==> src/rtl/counter_job_launcher.sv <==
// Request FIFO plus three-state launcher feeding a run/count counter stage.
// Optional WAIT watchdog enabled by defining COUNTER_JOB_LAUNCHER_TIMEOUT_EN.
module counter_job_launcher #(
  parameter int DEPTH   = 4,
  parameter int NUM_W   = 4,
  parameter int TIMEOUT = 64
) (
  input  logic             clk,
  input  logic             reset,
  input  logic             i_valid,
  input  logic [NUM_W-1:0] i_num,
  output logic             o_ready,
  output logic             o_run,
  output logic [NUM_W-1:0] o_num,
  input  logic             i_done,
  output logic             o_busy,
  output logic [7:0]       o_jobs_done,
  output logic             o_zero_drop,
  output logic             o_timeout
);

  localparam int AW = $clog2(DEPTH);
  localparam logic [AW:0] FULL_CNT = (AW + 1)'(DEPTH);

  if ((DEPTH < 2) || ((DEPTH & (DEPTH - 1)) != 0) || (TIMEOUT < 1)) begin : g_bad_param
    $error("counter_job_launcher: DEPTH must be a power of 2 >= 2 and TIMEOUT >= 1");
  end

  typedef enum logic [1:0] {
    IDLE   = 2'd0,
    LAUNCH = 2'd1,
    WAIT   = 2'd2
  } state_t;

  state_t           state_q, state_d;
  logic [AW:0]      wr_ptr_q, wr_ptr_d;
  logic [AW:0]      rd_ptr_q, rd_ptr_d;
  logic [NUM_W-1:0] num_q, num_d;
  logic [7:0]       jobs_q, jobs_d;
  logic             zero_drop_q, zero_drop_d;
  logic [NUM_W-1:0] mem [DEPTH];
  logic [NUM_W-1:0] head;
  logic [AW:0]      fifo_count;
  logic             fifo_empty;
  logic             accept;
  logic             push;
  logic             pop;

  assign fifo_count = wr_ptr_q - rd_ptr_q;
  assign fifo_empty = (wr_ptr_q == rd_ptr_q);
  assign head       = mem[rd_ptr_q[AW-1:0]];

  assign o_ready = (fifo_count != FULL_CNT);
  assign accept  = i_valid && o_ready;
  // Zero-length requests are consumed but never queued: the counter cannot run them.
  assign push    = accept && (i_num != '0);

`ifdef COUNTER_JOB_LAUNCHER_TIMEOUT_EN
  localparam int WDW = $clog2(TIMEOUT + 1);
  localparam logic [WDW-1:0] WD_LIMIT = WDW'(TIMEOUT);

  logic [WDW-1:0] wd_q, wd_d;
  logic           expire;
`endif

  always_comb begin
    state_d     = state_q;
    num_d       = num_q;
    jobs_d      = jobs_q;
    pop         = 1'b0;
    zero_drop_d = accept && (i_num == '0);
`ifdef COUNTER_JOB_LAUNCHER_TIMEOUT_EN
    wd_d   = wd_q;
    expire = 1'b0;
`endif
    unique case (state_q)
      IDLE: begin
        if (!fifo_empty) state_d = LAUNCH;
      end
      LAUNCH: begin
        pop     = 1'b1;
        num_d   = head;
        state_d = WAIT;
`ifdef COUNTER_JOB_LAUNCHER_TIMEOUT_EN
        wd_d = '0;
`endif
      end
      WAIT: begin
        if (i_done) begin
          state_d = IDLE;
          jobs_d  = jobs_q + 8'd1;
        end
`ifdef COUNTER_JOB_LAUNCHER_TIMEOUT_EN
        // A done pulse in the expiry cycle still counts the job.
        else if (wd_q == WD_LIMIT) begin
          expire  = 1'b1;
          state_d = IDLE;
        end else begin
          wd_d = wd_q + 1'b1;
        end
`endif
      end
      default: state_d = IDLE;
    endcase
  end

  assign wr_ptr_d = push ? wr_ptr_q + 1'b1 : wr_ptr_q;
  assign rd_ptr_d = pop  ? rd_ptr_q + 1'b1 : rd_ptr_q;

  always_ff @(posedge clk or posedge reset) begin
    if (reset) begin
      state_q     <= IDLE;
      wr_ptr_q    <= '0;
      rd_ptr_q    <= '0;
      num_q       <= '0;
      jobs_q      <= '0;
      zero_drop_q <= 1'b0;
    end else begin
      state_q     <= state_d;
      wr_ptr_q    <= wr_ptr_d;
      rd_ptr_q    <= rd_ptr_d;
      num_q       <= num_d;
      jobs_q      <= jobs_d;
      zero_drop_q <= zero_drop_d;
    end
  end

  always_ff @(posedge clk) begin
    if (push) mem[wr_ptr_q[AW-1:0]] <= i_num;
  end

`ifdef COUNTER_JOB_LAUNCHER_TIMEOUT_EN
  always_ff @(posedge clk or posedge reset) begin
    if (reset) wd_q <= '0;
    else       wd_q <= wd_d;
  end

  assign o_timeout = expire;
`else
  assign o_timeout = 1'b0;
`endif

  // The head is shown during LAUNCH so o_num is valid alongside the run pulse.
  assign o_run       = (state_q == LAUNCH);
  assign o_num       = (state_q == LAUNCH) ? head : num_q;
  assign o_busy      = (state_q != IDLE) || !fifo_empty;
  assign o_jobs_done = jobs_q;
  assign o_zero_drop = zero_drop_q;

endmodule

==> config.mk <==
export PLATFORM = sky130hd
export DESIGN_NAME = counter_job_launcher
export DESIGN_NICKNAME = d
export VERILOG_FILES = /design/src/rtl/counter_job_launcher.sv
export SDC_FILE = /design/constraint.sdc
export NUM_CORES = 1
export LEC_CHECK = 0
export BUFFER_PORTS_ARGS = -buffer_cell sky130_fd_sc_hd__buf_2
export CORE_UTILIZATION = 35
export DETAILED_ROUTE_END_ITERATION = 10
export PLACE_DENSITY = 0.57
export SLEW_MARGIN = 30
export SYNTH_ARGS = -nofsm -noshare
export SYNTH_HDL_FRONTEND = slang
export SYNTH_SLANG_ARGS = --single-unit
==> constraint.sdc <==
create_clock -name clk -period 3.65 [get_ports clk]
set_input_delay 0.1825 -clock clk [delete_from_list [all_inputs] [get_ports clk]]
set_output_delay 0.1825 -clock clk [all_outputs]
set_load 0.02 [all_outputs]
# ---- After elaboration in Yosys (flattened, before gate mapping)
# Memory sizes are Yosys's and may differ from the RTL's.
# Cells that the tools add are included.
dict set report classes {
  reduce_logical 11
  n_eq_ne 6
  n_addsub 4
  n_mux 7
}
# cell n
set ops {}
lappend ops {{$add 8x1->8 const B} 1}
lappend ops {{$add 3x1->3 const B} 2}
lappend ops {{$pmux 2 s3} 1}
lappend ops {{$logic_not 4->1} 1}
lappend ops {{$mux 2} 2}
lappend ops {{$mux 4} 1}
lappend ops {{$ne 2x2->1 const B} 2}
lappend ops {{$reduce_and 2->1} 2}
lappend ops {{$reduce_bool 4->1} 1}
lappend ops {{$eq 3x3->1} 1}
lappend ops {{$logic_and 1x1->1} 3}
lappend ops {{$mux 1} 3}
lappend ops {{$ne 3x3->1 const B} 1}
lappend ops {{$sub 3x3->3} 1}
lappend ops {{$eq 2x1->1 const B} 1}
lappend ops {{$eq 2x2->1 const B} 1}
lappend ops {{$logic_not 2->1} 1}
lappend ops {{$reduce_bool 2->1} 1}
lappend ops {{$logic_not 1->1} 1}
lappend ops {{$logic_or 1x1->1} 1}
dict set report totals {
  ff_bits 21
  input_bits 8
  memories 1
  ram_bits 16
  out_inout_bits 17
  wordCells 35
}
# memory words word_bits rd rd_ports_with_merged_regs wr line
set memory_table {}
lappend memory_table {mem 4 4 1 0 1 41} ;# logic [NUM_W-1:0] mem [DEPTH];

# ---- Depth between registers and ports, before layout
dict set report depth {
  ltp_word 6
  mapped_depth 6
  depth_no_buf 6
}

# ---- Worst setup path after synthesis
# OpenSTA, ideal clock, no wires.
dict set report synth_timing {
  path_kind {flip-flop to flip-flop}
  from {reg rd_ptr_q[1]}
  to {mem mem[0][0] (enable)}
  path_stages_with_launch 7
  setup_time_ps 251
  t_required_ps 3399
  path_buffers 0
  arrival_ps 1500
  slack_ps 1899
  synth_period_minus_slack_ps 1751
  cell_sequence {dfrtp_1 > inv_1 > ha_1 > nand2b_1 > xnor2_1 > a31oi_4 > and2_2}
}
dict set report synth_via {
  elab_chain_cells 6
}
# item line
set synth_lines {}
lappend synth_lines {{from (decl)} 37} ;# logic [AW:0] rd_ptr_q, rd_ptr_d;
lappend synth_lines {{from (signal assigned)} 121} ;# rd_ptr_q <= rd_ptr_d;
lappend synth_lines {{$sub 3x3->3} 49} ;# assign fifo_count = wr_ptr_q - rd_ptr_q;
lappend synth_lines {{$ne 3x3->1} 53} ;# assign o_ready = (fifo_count != FULL_CNT);
lappend synth_lines {{$logic_and 1x1->1} 54} ;# assign accept = i_valid && o_ready;
lappend synth_lines {{$logic_and 1x1->1} 56} ;# assign push = accept && (i_num != '0);
lappend synth_lines {{$mux 1} 129} ;# if (push) mem[wr_ptr_q[AW-1:0]] <= i_num;
lappend synth_lines {{$mux 1 (implied by the code)} 129}
lappend synth_lines {{to (decl)} 41}
# Every way passes these cells.

# ---- Worst setup path in the final report
dict set report layout_timing {
  from {reg rd_ptr_q[1]}
  to {out o_ready}
}
dict set report layout_via {
  elab_chain_cells 2
}
# item line
set layout_lines {}
lappend layout_lines {{$sub 3x3->3} 49}
lappend layout_lines {{$ne 3x3->1} 53}
lappend layout_lines {{to (decl)} 12} ;# output logic o_ready,
# Every way passes these cells.

==> metrics.txt <==
# TYPE chip_impl_metric gauge
chip_impl_info{name="run_status",value="completed"} 1
chip_impl_metric{name="synth_seq_cells",unit=""} 37
chip_impl_metric{name="power",unit="uW"} 1690
chip_impl_metric{name="ioPinCount",unit=""} 25
chip_impl_info{name="reg2reg_to",value="mem[1][1]"} 1
chip_impl_metric{name="drt_pre_antenna_iters",unit=""} 4
chip_impl_metric{name="clkSlewWorstSetupHoldPaths",unit="ps"} 80
chip_impl_metric{name="maxClockFrequency",unit="MHz"} 471
chip_impl_metric{name="fp.coreArea",unit="sq um"} 4410
chip_impl_metric{name="ff2ff_setup_slack",unit="ps"} 1670
chip_impl_metric{name="finish.net_count",unit=""} 152
chip_impl_info{name="start_kind",value="flip-flop"} 1
chip_impl_info{name="r2r-start",value="rd_ptr_q[1]"} 1
chip_impl_metric{name="global_route.overflow_total",unit=""} 0
chip_impl_metric{name="cts_sinks",unit=""} 37
chip_impl_metric{name="routed_wire_length_per_instance",unit="microns"} 14.6
chip_impl_info{name="critPathKind",value="flip-flop to output port"} 1
chip_impl_metric{name="ys.warnings.count",unit=""} 0
chip_impl_metric{name="die_area",unit="sq um"} 4920
chip_impl_metric{name="dpl.hpwl",unit="mm"} 2.02
chip_impl_metric{name="timing.critical_path.required",unit="ps"} 3470
chip_impl_metric{name="antenna_left",unit=""} 0
chip_impl_metric{name="drt-vias-per-instance",unit=""} 4.87
chip_impl_metric{name="finalWirelength",unit="mm"} 2.77
chip_impl_metric{name="async_flop_share",unit=""} 0.568
chip_impl_metric{name="syn-cell-area",unit="sq um"} 1630
chip_impl_metric{name="first_global_vias",unit=""} 931
chip_impl_metric{name="timing.reg2reg.worst_path_depth",unit=""} 6
chip_impl_metric{name="final_core_utilization",unit=""} 0.430
chip_impl_metric{name="drt_iter0_markers",unit=""} 14
chip_impl_metric{name="dieWidth",unit="microns"} 70.1
chip_impl_metric{name="hold_buffer_count_at_cts",unit=""} 0
chip_impl_info{name="cts.root.buffer_cell",value="sky130_fd_sc_hd__clkbuf_8"} 1
chip_impl_metric{name="period_share",unit=""} 0.581
chip_impl_info{name="list_of_cells_traversed_by_the_critical_path",value="inv_1, ha_1, nand2b_1, xnor2_1, nand3_1, buf_2"} 1
chip_impl_metric{name="slew_headroom",unit=""} 0.452
chip_impl_info{name="cp-end-kind",value="output port"} 1
chip_impl_metric{name="hold_violations",unit=""} 0
chip_impl_metric{name="worstSkewPairLatency",unit="ps"} 290
chip_impl_metric{name="cp_max_fo",unit=""} 6
chip_impl_metric{name="die_h",unit="microns"} 70.1
chip_impl_metric{name="cts_buffers",unit=""} 5
chip_impl_metric{name="post_synth_edffs",unit=""} 16
chip_impl_metric{name="crit_arrival",unit="ps"} 1940
chip_impl_metric{name="routabilityCongestion",unit=""} 0.783
chip_impl_metric{name="start_util",unit=""} 0.368
chip_impl_metric{name="postCtsResizedCells",unit=""} 0
chip_impl_metric{name="buffer_ports.inserted",unit=""} 23
chip_impl_metric{name="worst_clock_skew",unit="ps"} 7.57
chip_impl_info{name="unrepaired_setup_endpoints_after_global_routing",value="false"} 1
chip_impl_info{name="slowest_stage",value="sky130_fd_sc_hd__dfrtp_1"} 1
chip_impl_metric{name="num_vias",unit=""} 920
chip_impl_metric{name="synthesis.area_per_instance",unit="sq um"} 14.8
chip_impl_metric{name="dpl.cell_count",unit=""} 181
chip_impl_info{name="dominantRegCellSynth",value="sky130_fd_sc_hd__dfrtp_1"} 1
chip_impl_metric{name="area.growth.synth_to_final",unit="%"} 16.7
chip_impl_metric{name="timing_max_transition_violations_final",unit=""} 0
chip_impl_metric{name="cp_slowest_stage_delay",unit="ps"} 470
chip_impl_info{name="min_path_type",value="input port to asynchronous set/reset pin"} 1
chip_impl_metric{name="power_density",unit="nW/um^2"} 893
chip_impl_metric{name="final_cell_count_no_fill",unit=""} 189
chip_impl_metric{name="synthesis.instances",unit=""} 110
chip_impl_metric{name="htree_num_levels",unit=""} 2
chip_impl_metric{name="post_dp_cell_area",unit="sq um"} 1790
chip_impl_metric{name="grt_start_max_net_pins",unit=""} 22
chip_impl_metric{name="tns",unit="ps"} 0
chip_impl_metric{name="synthesis.nets",unit=""} 126
chip_impl_metric{name="antenna_found_initial",unit=""} 0
chip_impl_metric{name="groute.usage.overall",unit=""} 0.124
chip_impl_metric{name="post_synth_num_cell_types",unit=""} 29
chip_impl_info{name="tritoncts",value="done"} 1
chip_impl_metric{name="antenna-diode-count",unit=""} 0
chip_impl_metric{name="max-vdd-ir-drop",unit="mV"} 0.362
chip_impl_metric{name="max_cap_viol",unit=""} 0
chip_impl_metric{name="power_leakage",unit="uW"} 0.000812
chip_impl_metric{name="post_cts.repair.setup_buffers",unit=""} 0
chip_impl_metric{name="layout-drive-gt1-share",unit=""} 0.336
chip_impl_metric{name="seq_area_frac_synth",unit=""} 0.619
chip_impl_metric{name="global_route_wire_length_before_repair",unit="mm"} 4.55
chip_impl_metric{name="final-setup-viol-count",unit=""} 0
chip_impl_metric{name="drc",unit=""} 0
chip_impl_metric{name="design_area",unit="sq um"} 1900
chip_impl_metric{name="clockBufferDepth",unit=""} 2
chip_impl_metric{name="num_rows",unit=""} 24
chip_impl_metric{name="nFillCells",unit=""} 411
chip_impl_metric{name="tightest_slew",unit="ps"} 820
chip_impl_metric{name="finalWorstPathRequiredPeriod",unit="ps"} 2120
==> worst max-delay path by stage <==
stage	from	endpoint	cells after the start
global route	rd_ptr_q[0]	o_ready	5
detailed placement	rd_ptr_q[1]	mem[1][1]	6
CTS	rd_ptr_q[1]	o_ready	6
finish	rd_ptr_q[1]	o_ready	6
global placement	rd_ptr_q[1]	mem[1][0]	6
floorplan	rd_ptr_q[1]	mem[0][0]	6
==> state kept, by name, summed over array words and instances (netlist names) <==
signal	flops
o_jobs_done	8
o_zero_drop	1
rd_ptr_q	3
state_q	2
num_q	4
wr_ptr_q	3
mem	16
==> metrics by stage <==
step	hold slack (ps)	setup slack [ps]
2_1_floorplan	159	1900
3_3_place_gp	372	1770
3_5_place_dp	388	1730
4_1_cts	70.8	1510
5_1_grt	124	1360
6_report	40.7	1530
==> critical path, delay by kind of cell, from the launching register on <==
kind | cells | cell delay, ps
DFF | 1 | 470
buffers and inverters | 2 | 280
xor gates and xnor gates | 1 | 410
adders and majority gates | 1 | 180
and+or+nand+nor | 2 | 310
==> where the power goes <==
part / total, uW / internal, uW / switching (uW)
combinational: 664 / 291 / 372
clock: 348 / 201 / 147
sequential: 682 / 573 / 108
==> logic make-up (layout without fill, tap and decap cells) <==
logic type	Yosys count	count (layout)	share of synthesized area
AND/OR/NAND/NOR	29	29	0.101
buffers and inverters	9	36	0.0231
AO/OA/AOI/OAI	3	3	0.0239
other	1	1	0.00231
XOR/XNOR	13	13	0.0701
adder cells (fa/ha/maj)	8	8	0.0616
multiplexers	10	10	0.0993
flip-flops	37	37	0.619
==> cell usage after synthesis, drive strengths merged, types with 2 or more instances <==
library cell   n  area share
dfrtp         21        0.32
edfxtp        16        0.30
and3           2      0.0077
xor2           4       0.022
clkbuf         3      0.0069
a31oi          2       0.021
ha             8       0.062
mux4           4       0.055
xnor2          9       0.049
and2           3       0.014
nor3b          2      0.0092
nand2          7       0.016
inv            5       0.012
nor2           2      0.0046
nand3          5       0.015
mux2           6       0.044
==> cell type report <==
type                       count  area, sq um  share of cell area
clock buffer                   5         68.8              0.0363
clock inverter                 3         41.3              0.0218
timing repair buffer          23          115              0.0607
inverter                       5         18.8             0.00989
multi-input combinational     64          582               0.307
tap                           52         65.1              0.0343
sequential                    37         1010               0.530
==> cells in the final DEF (no fill, tap or decap) <==
cell                         netlist  layout
sky130_fd_sc_hd__a31oi_2           1       1
sky130_fd_sc_hd__a31oi_4           1       1
sky130_fd_sc_hd__and2_2            3       3
sky130_fd_sc_hd__and3_1            2       2
sky130_fd_sc_hd__and3b_1           1       1
sky130_fd_sc_hd__and4_1            1       1
sky130_fd_sc_hd__buf_2             0      23
sky130_fd_sc_hd__bufinv_16         0       1
sky130_fd_sc_hd__clkbuf_8          0       5
sky130_fd_sc_hd__clkinv_1          0       1
sky130_fd_sc_hd__clkinvlp_4        0       1
sky130_fd_sc_hd__conb_1            1       1
sky130_fd_sc_hd__dfrtp_1          21      21
sky130_fd_sc_hd__edfxtp_1         16      16
sky130_fd_sc_hd__ha_1              8       8
sky130_fd_sc_hd__inv_1             5       5
sky130_fd_sc_hd__mux2_2            5       5
sky130_fd_sc_hd__mux2_4            1       1
sky130_fd_sc_hd__mux4_2            4       4
sky130_fd_sc_hd__nand2_1           7       7
sky130_fd_sc_hd__nand2b_1          1       1
sky130_fd_sc_hd__nand3_1           5       5
sky130_fd_sc_hd__nand4_1           1       1
sky130_fd_sc_hd__nor2_1            2       2
sky130_fd_sc_hd__nor2b_1           1       1
sky130_fd_sc_hd__nor3_1            1       1
sky130_fd_sc_hd__nor3b_1           2       2
sky130_fd_sc_hd__o21ai_0           1       1
sky130_fd_sc_hd__or2_2             1       1
sky130_fd_sc_hd__or4_1             1       1
sky130_fd_sc_hd__xnor2_1           9       9
sky130_fd_sc_hd__xor2_1            4       4
==> routing by layer <==
layer / global-route usage / wire (microns) / vias up
met5: 0 / 0 / -
li1: - / - / 436
met3: 0.0361 / 102 / 5
met1: 0.161 / 1290 / 456
met4: 0.0667 / 51 / 0
met2: 0.187 / 1330 / 23
(Power assumes the default switching activity.)
